[src/rtl/pipe_pkg.sv]
// Shared pipeline types for decode, ID/EX register and execute stage:
// the control bundle, its all-zero NOP value, field geometry and small helpers.
package pipe_pkg;

    localparam int INSTR_W = 18;
    localparam int ADDR_W  = 10;
    localparam int DATA_W  = 8;
    localparam int ADR_W   = 5;
    localparam int CNT_W   = 8;
    localparam int ADRX_HI = 12;
    localparam int ADRX_LO = 8;
    localparam int ADRY_HI = 7;
    localparam int ADRY_LO = 3;

    localparam logic [CNT_W-1:0] CNT_MAX = 8'hFF;
    localparam logic [CNT_W-1:0] CNT_ONE = 8'h01;

    typedef struct packed {
        logic       rf_wr;
        logic [1:0] rf_wr_sel;
        logic       alu_opy_sel;
        logic [3:0] alu_sel;
        logic       scr_we;
        logic       scr_data_sel;
        logic [1:0] scr_addr_sel;
        logic       flg_c_ld;
        logic       flg_c_set;
        logic       flg_c_clr;
        logic       flg_z_ld;
        logic       i_set;
        logic       i_clr;
        logic       io_strobe;
        logic [2:0] branch_type;
    } ctrl_t;

    localparam ctrl_t CTRL_NOP = '{default: '0};

    // True when either source register of the incoming instruction names tag.
    function automatic logic adr_hit(input logic [ADR_W-1:0] tag,
                                     input logic [ADR_W-1:0] adrx,
                                     input logic [ADR_W-1:0] adry);
        return (tag == adrx) || (tag == adry);
    endfunction

    function automatic logic [CNT_W-1:0] sat_inc(input logic [CNT_W-1:0] v);
        if (v == CNT_MAX) begin
            return v;
        end else begin
            return v + CNT_ONE;
        end
    endfunction

endpackage

[src/rtl/id_ex_reg_if.sv]
// Decode-to-execute bundle: decode-side inputs, execute-stage contents,
// hazard request and bubble counter.
interface id_ex_reg_if;
    import pipe_pkg::*;

    logic                in_valid;
    logic [INSTR_W-1:0]  in_instr;
    logic [ADDR_W-1:0]   in_addr;
    logic [DATA_W-1:0]   in_dx;
    logic [DATA_W-1:0]   in_dy;
    ctrl_t               in_ctrl;
    logic                stall_in;
    logic                flush;
    logic                hz_stall;
    logic                ex_valid;
    logic [INSTR_W-1:0]  ex_instr;
    logic [ADDR_W-1:0]   ex_addr;
    logic [DATA_W-1:0]   ex_dx;
    logic [DATA_W-1:0]   ex_dy;
    ctrl_t               ex_ctrl;
    logic [CNT_W-1:0]    bubble_cnt;

    modport master (
        output in_valid, in_instr, in_addr, in_dx, in_dy, in_ctrl, stall_in, flush,
        input  hz_stall, ex_valid, ex_instr, ex_addr, ex_dx, ex_dy, ex_ctrl, bubble_cnt
    );

    modport slave (
        input  in_valid, in_instr, in_addr, in_dx, in_dy, in_ctrl, stall_in, flush,
        output hz_stall, ex_valid, ex_instr, ex_addr, ex_dx, ex_dy, ex_ctrl, bubble_cnt
    );

endinterface

[src/rtl/id_ex_reg_hazard_detect.sv]
// RAW hazard check of the decode-slot source registers against the EX
// destination and the one-entry writeback tag. Purely combinational.
module hazard_detect
    import pipe_pkg::*;
(
    input  logic             in_valid,
    input  logic             flush,
    input  logic [ADR_W-1:0] adrx,
    input  logic [ADR_W-1:0] adry,
    input  logic             ex_wr,
    input  logic [ADR_W-1:0] ex_adr,
    input  logic             wb_v,
    input  logic [ADR_W-1:0] wb_adr,
    output logic             hz_stall
);

    // ADRY is compared even for instructions that do not read it (conservative).
    always_comb begin
        hz_stall = 1'b0;
        if (in_valid && !flush) begin
            hz_stall = (ex_wr && adr_hit(ex_adr, adrx, adry)) ||
                       (wb_v  && adr_hit(wb_adr, adrx, adry));
        end else begin
            hz_stall = 1'b0;
        end
    end

endmodule

[src/rtl/id_ex_reg.sv]
// ID/EX pipeline register with writeback tag, RAW bubble insertion and a
// saturating bubble counter. Priority per edge: flush > stall_in > hazard > load.
module id_ex_reg
    import pipe_pkg::*;
(
    input  logic        clk,
    input  logic        rst_n,
    id_ex_reg_if.slave  bus
);

    logic                valid_r;
    logic [INSTR_W-1:0]  instr_r;
    logic [ADDR_W-1:0]   addr_r;
    logic [DATA_W-1:0]   dx_r;
    logic [DATA_W-1:0]   dy_r;
    ctrl_t               ctrl_r;
    logic                wb_v_r;
    logic [ADR_W-1:0]    wb_adr_r;
    logic [CNT_W-1:0]    bubble_cnt_r;

    logic                ex_wr_s;
    logic [ADR_W-1:0]    ex_adr_s;
    logic                hz_s;

    assign ex_wr_s  = valid_r & ctrl_r.rf_wr;
    assign ex_adr_s = instr_r[ADRX_HI:ADRX_LO];

    hazard_detect u_hazard_detect (
        .in_valid (bus.in_valid),
        .flush    (bus.flush),
        .adrx     (bus.in_instr[ADRX_HI:ADRX_LO]),
        .adry     (bus.in_instr[ADRY_HI:ADRY_LO]),
        .ex_wr    (ex_wr_s),
        .ex_adr   (ex_adr_s),
        .wb_v     (wb_v_r),
        .wb_adr   (wb_adr_r),
        .hz_stall (hz_s)
    );

    // Stage register, writeback tag and bubble counter update.
    always_ff @(posedge clk or negedge rst_n) begin
        if (!rst_n) begin
            valid_r      <= 1'b0;
            instr_r      <= '0;
            addr_r       <= '0;
            dx_r         <= '0;
            dy_r         <= '0;
            ctrl_r       <= CTRL_NOP;
            wb_v_r       <= 1'b0;
            wb_adr_r     <= '0;
            bubble_cnt_r <= '0;
        end else if (bus.flush) begin
            valid_r  <= 1'b0;
            ctrl_r   <= CTRL_NOP;
            wb_v_r   <= ex_wr_s;
            wb_adr_r <= ex_adr_s;
        end else if (bus.stall_in) begin
            valid_r  <= valid_r;
            ctrl_r   <= ctrl_r;
        end else if (hz_s) begin
            valid_r      <= 1'b0;
            ctrl_r       <= CTRL_NOP;
            wb_v_r       <= ex_wr_s;
            wb_adr_r     <= ex_adr_s;
            bubble_cnt_r <= sat_inc(bubble_cnt_r);
        end else begin
            valid_r  <= bus.in_valid;
            instr_r  <= bus.in_instr;
            addr_r   <= bus.in_addr;
            dx_r     <= bus.in_dx;
            dy_r     <= bus.in_dy;
            // An empty slot must never carry live control into execute.
            ctrl_r   <= bus.in_valid ? bus.in_ctrl : CTRL_NOP;
            wb_v_r   <= ex_wr_s;
            wb_adr_r <= ex_adr_s;
        end
    end

    assign bus.hz_stall   = hz_s;
    assign bus.ex_valid   = valid_r;
    assign bus.ex_instr   = instr_r;
    assign bus.ex_addr    = addr_r;
    assign bus.ex_dx      = dx_r;
    assign bus.ex_dy      = dy_r;
    assign bus.ex_ctrl    = ctrl_r;
    assign bus.bubble_cnt = bubble_cnt_r;

endmodule

[src/flat_wrapper.sv]
// flat-port wrapper written by rule: the top's interface ports become plain ports
module id_ex_reg_flat import pipe_pkg::*;
  (clk, rst_n, bus_in_valid, bus_in_instr, bus_in_addr, bus_in_dx, bus_in_dy, bus_in_ctrl, bus_stall_in, bus_flush, bus_hz_stall, bus_ex_valid, bus_ex_instr, bus_ex_addr, bus_ex_dx, bus_ex_dy, bus_ex_ctrl, bus_bubble_cnt);
  id_ex_reg_if bus_i ();
  input  logic clk;
  input  logic rst_n;
  input wire logic [$bits(bus_i.in_valid)-1:0] bus_in_valid;
  input wire logic [$bits(bus_i.in_instr)-1:0] bus_in_instr;
  input wire logic [$bits(bus_i.in_addr)-1:0] bus_in_addr;
  input wire logic [$bits(bus_i.in_dx)-1:0] bus_in_dx;
  input wire logic [$bits(bus_i.in_dy)-1:0] bus_in_dy;
  input wire logic [$bits(bus_i.in_ctrl)-1:0] bus_in_ctrl;
  input wire logic [$bits(bus_i.stall_in)-1:0] bus_stall_in;
  input wire logic [$bits(bus_i.flush)-1:0] bus_flush;
  output wire logic [$bits(bus_i.hz_stall)-1:0] bus_hz_stall;
  output wire logic [$bits(bus_i.ex_valid)-1:0] bus_ex_valid;
  output wire logic [$bits(bus_i.ex_instr)-1:0] bus_ex_instr;
  output wire logic [$bits(bus_i.ex_addr)-1:0] bus_ex_addr;
  output wire logic [$bits(bus_i.ex_dx)-1:0] bus_ex_dx;
  output wire logic [$bits(bus_i.ex_dy)-1:0] bus_ex_dy;
  output wire logic [$bits(bus_i.ex_ctrl)-1:0] bus_ex_ctrl;
  output wire logic [$bits(bus_i.bubble_cnt)-1:0] bus_bubble_cnt;
  assign bus_i.in_valid = bus_in_valid;
  assign bus_i.in_instr = bus_in_instr;
  assign bus_i.in_addr = bus_in_addr;
  assign bus_i.in_dx = bus_in_dx;
  assign bus_i.in_dy = bus_in_dy;
  assign bus_i.in_ctrl = bus_in_ctrl;
  assign bus_i.stall_in = bus_stall_in;
  assign bus_i.flush = bus_flush;
  assign bus_hz_stall = bus_i.hz_stall;
  assign bus_ex_valid = bus_i.ex_valid;
  assign bus_ex_instr = bus_i.ex_instr;
  assign bus_ex_addr = bus_i.ex_addr;
  assign bus_ex_dx = bus_i.ex_dx;
  assign bus_ex_dy = bus_i.ex_dy;
  assign bus_ex_ctrl = bus_i.ex_ctrl;
  assign bus_bubble_cnt = bus_i.bubble_cnt;
  id_ex_reg u_core (.clk(clk), .rst_n(rst_n), .bus(bus_i));
endmodule
[config.mk]
export PLATFORM = sky130hd
export DESIGN_NAME = id_ex_reg_flat
export DESIGN_NICKNAME = d
export VERILOG_FILES = /design/src/rtl/pipe_pkg.sv /design/src/rtl/id_ex_reg_if.sv /design/src/rtl/id_ex_reg_hazard_detect.sv /design/src/rtl/id_ex_reg.sv /design/src/flat_wrapper.sv
export SDC_FILE = /design/constraint.sdc
export NUM_CORES = 1
export LEC_CHECK = 0
export BUFFER_PORTS_ARGS = -buffer_cell sky130_fd_sc_hd__clkbuf_2
export CORE_AREA = 10 10 122 124
export DETAILED_ROUTE_END_ITERATION = 8
export DIE_AREA = 0 0 132 134
export HOLD_SLACK_MARGIN = 0.03
export PLACE_DENSITY = 0.62
export RECOVER_POWER = 100
export SLEW_MARGIN = 30
export SYNTH_ARGS = -nofsm -noshare
export SYNTH_HDL_FRONTEND = slang
export SYNTH_SLANG_ARGS = --single-unit
[constraint.sdc]
create_clock -name clk -period 4.2 [get_ports clk]
set_input_delay 0.21 -clock clk [delete_from_list [all_inputs] [get_ports clk]]
set_output_delay 0.21 -clock clk [all_outputs]
set_load 0.02 [all_outputs]
# ---- Word level (Yosys, flattened, before mapping)
# Cells that the tools add are included.
dict set report word_totals {
  input_bits 71
  regBits 81
  wordCells 56
}
dict set report op_classes {
  n_mux 12
  n_eq_ne 6
  n_reduce_logical 9
  n_bitwise 5
  add_sub_neg 1
}
# op n
set ops {}
lappend ops {{two-way mux 22 bit} 4}
lappend ops {{== test 5 bit} 4}
lappend ops {{two-way mux 5 bit} 2}
lappend ops {{adder 8 x 1 -> 8 bit (second input constant)} 1}
lappend ops {{== test 8 bit (second input constant)} 1}
lappend ops {{two-way mux 1 bit} 6}
lappend ops {{NOT 1 bit} 4}
lappend ops {{AND reduction 4 bit} 1}
lappend ops {{logical AND 1 bit} 3}
lappend ops {{logical OR 1 bit} 3}
lappend ops {{AND reduction 3 bit} 1}
lappend ops {{inequality test 2 x 1 -> 1 bit (second input constant)} 1}
lappend ops {{bitwise AND 1 bit} 1}
lappend ops {{zero test 1 bit} 1}

# ---- Depth between registers and ports, before layout
dict set report logic_depth {
  word_depth 8
  mapped_depth 7
  depth_no_buf 6
}

# ---- By module
# A second synthesis with hierarchy kept.
dict set report unflattened {
  cells_unflattened 230
  hier_area_um2 3363.2
}
# module area_each_um2 cells_each instances
set by_module_without_submodules {}
lappend by_module_without_submodules {id_ex_reg 3113.0 196 1}
lappend by_module_without_submodules {hazard_detect 250.2 34 1}

# ---- Worst setup path after synthesis
# No wires, ideal clock.
dict set report synth_path {
  kind {register to register}
  from {register u_core.instr_r[10], in the netlist u_core.bus.ex_instr[10]}
  to {register u_core.dy_r[0], in the netlist u_core.bus.ex_dy[0]}
  t_arrival_ps 2012
  slack_ps 2064
  path_stages_with_launch 8
  setup_time_ps 125
  synth_period_minus_slack_ps 2136
  cell_sequence {dfrtp_1 -> xnor2_1 -> nand4_1 -> o32ai_2 -> nor2_1 -> o21ai_4 -> buf_6 -> mux2_2}
}
dict set report synth_between {
  elab_chain_len 7
  elab_cells_between_ends 8
  cone_classes {eq/ne (2); mux (1); bitwise (1); reduce/logical (4)}
}
# element line_no
set synth_rtl {}
lappend synth_rtl {{from (decl)} id_ex_reg.sv:12} ;# logic [INSTR_W-1:0] instr_r;
lappend synth_rtl {{from (signal assigned)} id_ex_reg.sv:68} ;# instr_r <= bus.in_instr;
lappend synth_rtl {{== test 5 bit} pipe_pkg.sv:42} ;# return (tag == adrx) || (tag == adry);
lappend synth_rtl {{logical OR 1 bit *} pipe_pkg.sv:42}
lappend synth_rtl {{logical AND 1 bit *} id_ex_reg_hazard_detect.sv:21} ;# hz_stall = (ex_wr && adr_hit(ex_adr, adrx, adry)) ||
lappend synth_rtl {{logical OR 1 bit *} id_ex_reg_hazard_detect.sv:21}
lappend synth_rtl {{two-way mux 1 bit *} id_ex_reg_hazard_detect.sv:20} ;# if (in_valid && !flush) begin
lappend synth_rtl {{NOT 1 bit (no source line) *} -}
lappend synth_rtl {{AND reduction 3 bit (no source line) *} -}
lappend synth_rtl {{to (signal assigned)} id_ex_reg.sv:71} ;# dy_r <= bus.in_dy;
lappend synth_rtl {{to (decl)} id_ex_reg.sv:15} ;# logic [DATA_W-1:0] dy_r;
# Mark *: on every way between the ends. The rest lies on a longest branch, timed or not.
# A chain may end at the register's enable or synchronous reset.

# ---- Worst setup path in the final report
dict set report layout_path {
  from {register u_core.instr_r[10], in the netlist u_core.bus.ex_instr[10]}
  to {register u_core.addr_r[7], in the netlist u_core.bus.ex_addr[7]}
}
dict set report layout_between {
  elab_chain_len 7
  elab_cells_between_ends 8
  cone_classes {eq/ne (2); mux (1); bitwise (1); reduce/logical (4)}
}
# element line_no
set layout_rtl {}
lappend layout_rtl {{== test 5 bit} pipe_pkg.sv:42}
lappend layout_rtl {{logical OR 1 bit *} pipe_pkg.sv:42}
lappend layout_rtl {{logical AND 1 bit *} id_ex_reg_hazard_detect.sv:21}
lappend layout_rtl {{logical OR 1 bit *} id_ex_reg_hazard_detect.sv:21}
lappend layout_rtl {{two-way mux 1 bit *} id_ex_reg_hazard_detect.sv:20}
lappend layout_rtl {{NOT 1 bit (no source line) *} -}
lappend layout_rtl {{AND reduction 3 bit (no source line) *} -}
lappend layout_rtl {{to (signal assigned)} id_ex_reg.sv:69} ;# addr_r <= bus.in_addr;
lappend layout_rtl {{to (decl)} id_ex_reg.sv:13} ;# logic [ADDR_W-1:0] addr_r;
# Marked as above.

==> summary.md <==
| Metric | Value |
|---|---|
| Status | `finished, violations left` |
| Failing checks | `max-capacitance violations, max-slew violations` |
| Clk root buf | `clkbuf_16` |
| DRT Wirelength | `between 8000 and 9000 um` |
| Diode count | `0` |
| Final period util | `70.8%` |
| Crit path largest cell delay | `about 0.86 ns` |
| CP max FO | `between 40 and 50` |
| Max-slew headroom | `-33.3%` |
| WS Path Type | `reg -> reg` |
| Total die area | `17700 um2` |
| Post-Synthesis Cells | `about 230` |
| FF-to-FF Start | `u_core.bus.ex_instr[10]$_DFFE_PN0P_` |
| Routed wire length per instance | `between 15 and 20 um` |
| GRT Util Overall | `roughly a tenth` |
| Unrepaired setup endpoints after global routing | `no` |
| CP endpoint kind | `register` |
| P per Cell Area | `464 nW/um2` |
| Leakage | `~2 nW` |
| Post-synthesis sequential area ratio | `61.3%` |
| Largest net degree at the start of global routing | `82` |
| Metal-1 WL | `roughly 3800 um` |
| Slew Viols, Final | `approximately 80` |
| IO Count | `147` |
| Achievable frequency | `about 0.34 GHz` |
| Clock Tree Buf Depth | `2` |
| Worst Tran Pin Value | `between 1.5 and 2 ns` |
| DRT iter0 DRCs | `70` |
| CTS-repair resized insts | `0` |
| Mapped Nets | `298` |
| Worst Skew | `around 0.0063 ns` |
| Post-route ant nets | `0` |
| Crit path launch | `u_core.bus.ex_instr[10]$_DFFE_PN0P_` |
| Hold crit path type | `in -> reg` |
| Synth area leaders | `dfrtp_1 (61%), mux2_2 (16%), a22o_1 (5.8%)` |
| #FFs+latches synth | `around 80` |
| Synthesized area per cell | `~15 um2` |
| Row cnt | `between 40 and 50` |
| Via Count | `2394` |
| Number of fill cells | `around 1300` |
| Die width | `132 um` |
| GRT overflow | `0` |
| Met3 routed WL | `slightly below 700 um` |
| Synth-to-layout area growth | `33.0%` |
| # Post-CTS Setup Buffers | `0` |
| RD Place Congestion | `approximately 0.75` |
| Final setup TNS | `0 ns` |
| WHS | `approximately 0.087 ns` |
| Max cap viols | `1` |
| HPWL after DPL | `6600 um` |
| Initial antenna violation count | `0` |
| Required @ worst endpoint | `4.41 ns` |
| CP startpoint kind | `register` |
| CTS buffer count | `9` |
| Number of setup violations in the final report | `0` |
| Via density | `4.31` |
| Worst IR Drop VDD | `a little over 0.2 mV` |
| Arrival @ worst endpoint | `3.18 ns` |
| Core area | `12500 um2` |
| Layout cells sized above 1 | `34.5%` |
| Die height | `roughly 130 um` |
| Fin nets | `450` |
| Initial Util | `a little over a quarter` |
| CTS clk-pin slew, worst paths | `0.06 ns` |
| First-pass GRT wire length | `~14000 um` |
| Vias in the first global route | `between 2000 and 3000` |
| Area of the multi-input gates | `between 1000 and 1500 um2` |
| Storage cell area | `2030 um2` |
| Unique cell type count in the Yosys netlist | `26` |
| Synthesized cell area | `about 3300 um2` |
| Synth area leader | `dfrtp_1` |
| Commonest non-fill, non-tap cells in the layout | `clkbuf_1 (82), dfrtp_1 (81), clkbuf_2 (70)` |
| Post-CTS Hold Buffers | `1` |
| Port Buffers | `146` |
| Highest Signal Layer | `met4` |
| Synth top area share | `approximately three fifths` |
| H-tree levels | `3` |
| Drt pass-1 iters | `4` |
| Critical-path top delay cell | `clkbuf_2` |
| Clock latency on the worst-skew pair | `roughly 0.33 ns` |
| Min Clock Period, post-route | `approximately 3.0 ns` |
| Most common cell after layout, fill and taps aside | `clkbuf_1` |
| Critical path cell sequence | `xnor2_1 -> nand4_1 -> o32ai_1 -> nor2_1 -> o21ai_4 -> clkbuf_2 -> mux2_2` |
| Met2 WL | `between 4000 and 5000 um` |
| Total clock sinks | `81` |
| CTS tree | `done` |
| Detailed-route DRC error count | `0` |
| Final hold vios | `0` |
| Worst Hold Launch | `bus_in_dx[4]` |
| Synth warn | `0` |
## Yosys cell counts
cell / instances
dfrtp_1: 81
mux2_2: 46
a22o_1: 22
xnor2_1: 21
nand2_1: 6
nor2_1: 6
xor2_1: 6
nand4_1: 5
buf_6: 4
mux2_1: 4
nand3_1: 4
clkbuf_1: 3
nor3_1: 3
buf_2: 2
inv_1: 2
a21o_1: 1
ha_1: 1
nand2b_1: 1
nor2b_1: 1
nor4_1: 1
o21ai_0: 1
o21ai_4: 1
o221ai_2: 1
o22ai_1: 1
o32ai_2: 1
or3_1: 1
## per-stage QoR
| stage | utilization [%] | power, mW | worst slack (ns) | cell area (um2) | std cells |
|---|---|---|---|---|---|
| CTS | 36.3 | 2.10 | 1.68 | 4530 | 555 |
| global route | 35.3 | 2.16 | 0.976 | 4400 | 555 |
| floorplan | - | 1.15 | 2.06 | 3310 | 226 |
| detailed placement | 33.9 | 1.31 | 1.70 | 4230 | 538 |
| finish | 35.3 | 2.04 | 1.23 | 4400 | 555 |
| global placement | 33.9 | 1.30 | 1.75 | 4220 | 538 |
## flip-flops by register name, indices dropped and copies added (netlist names)
name / cells
u_core.bus.ex_ctrl: 22
u_core.wb_adr_r: 5
u_core.bus.ex_addr: 10
u_core.bus.bubble_cnt: 8
u_core.bus.ex_instr: 18
u_core.bus.ex_dy: 8
u_core.bus.ex_dx: 8
u_core.wb_v_r: 1
u_core.bus.ex_valid: 1
## worst paths after layout
kind                                                       endpoint  slack (ns)  cells past startpoint
worst min-delay path                u_core.bus.ex_dx[4]$_DFFE_PN0P_        0.09                      2
worst min register to register      u_core.bus.ex_dx[4]$_DFFE_PN0P_        0.49                      1
worst max-delay path              u_core.bus.ex_addr[7]$_DFFE_PN0P_        1.23                      7
worst max register to register    u_core.bus.ex_addr[7]$_DFFE_PN0P_        1.23                      7
max in group asynchronous            u_core.wb_adr_r[2]$_DFFE_PN0P_        2.03                      2
min in group asynchronous       u_core.bus.ex_instr[16]$_DFFE_PN0P_        0.99                      2
## report_power, final
| group | internal (mW) | total (mW) | switching, mW |
|---|---|---|---|
| sequential | 0.862 | 0.916 | 0.0536 |
| clock | 0.475 | 0.771 | 0.295 |
| combinational | 0.146 | 0.355 | 0.209 |
| total | 1.48 | 2.04 | 0.558 |
## cell type report
type                            instances  share of cell area (%)
Tap cell                              172                    4.89
Sequential cell                        81                    46.1
Multi-Input combinational cell        134                    27.3
Clock buffer                           13                    5.69
Clock inverter                          3                   0.910
Timing Repair Buffer                  150                    14.9
Inverter                                2                   0.171
## cells by family after synthesis
kind of cell | count (synthesis) | share of synthesized area, %
buffers and inverters | 11 | 2.23
adder cells (fa/ha/maj) | 1 | 0.378
AND/OR/NAND/NOR | 28 | 4.12
AO/OA/AOI/OAI | 28 | 7.83
XOR/XNOR | 27 | 7.15
multiplexers | 50 | 17.0
flip-flops | 81 | 61.3
## per-layer routing
layer | GRT usage, % | vias to the layer above
met5 | 0 | -
met4 | 3.52 | 0
met3 | 4.97 | 10
met2 | 15.7 | 90
met1 | 11.6 | 1189
li1 | - | 1105
## worst max-delay path, delay by kind of cell (launching register included)
kind                      cells  cell delay (ns)
muxes                         1             0.43
and+or+nand+nor               2             0.29
AOI/OAI and AO/OA             2             0.63
xor gates and xnor gates      1             0.18
DFF                           1             0.43
buffers and inverters         1             0.86
Note: power is estimated with default switching activity, not from simulation.
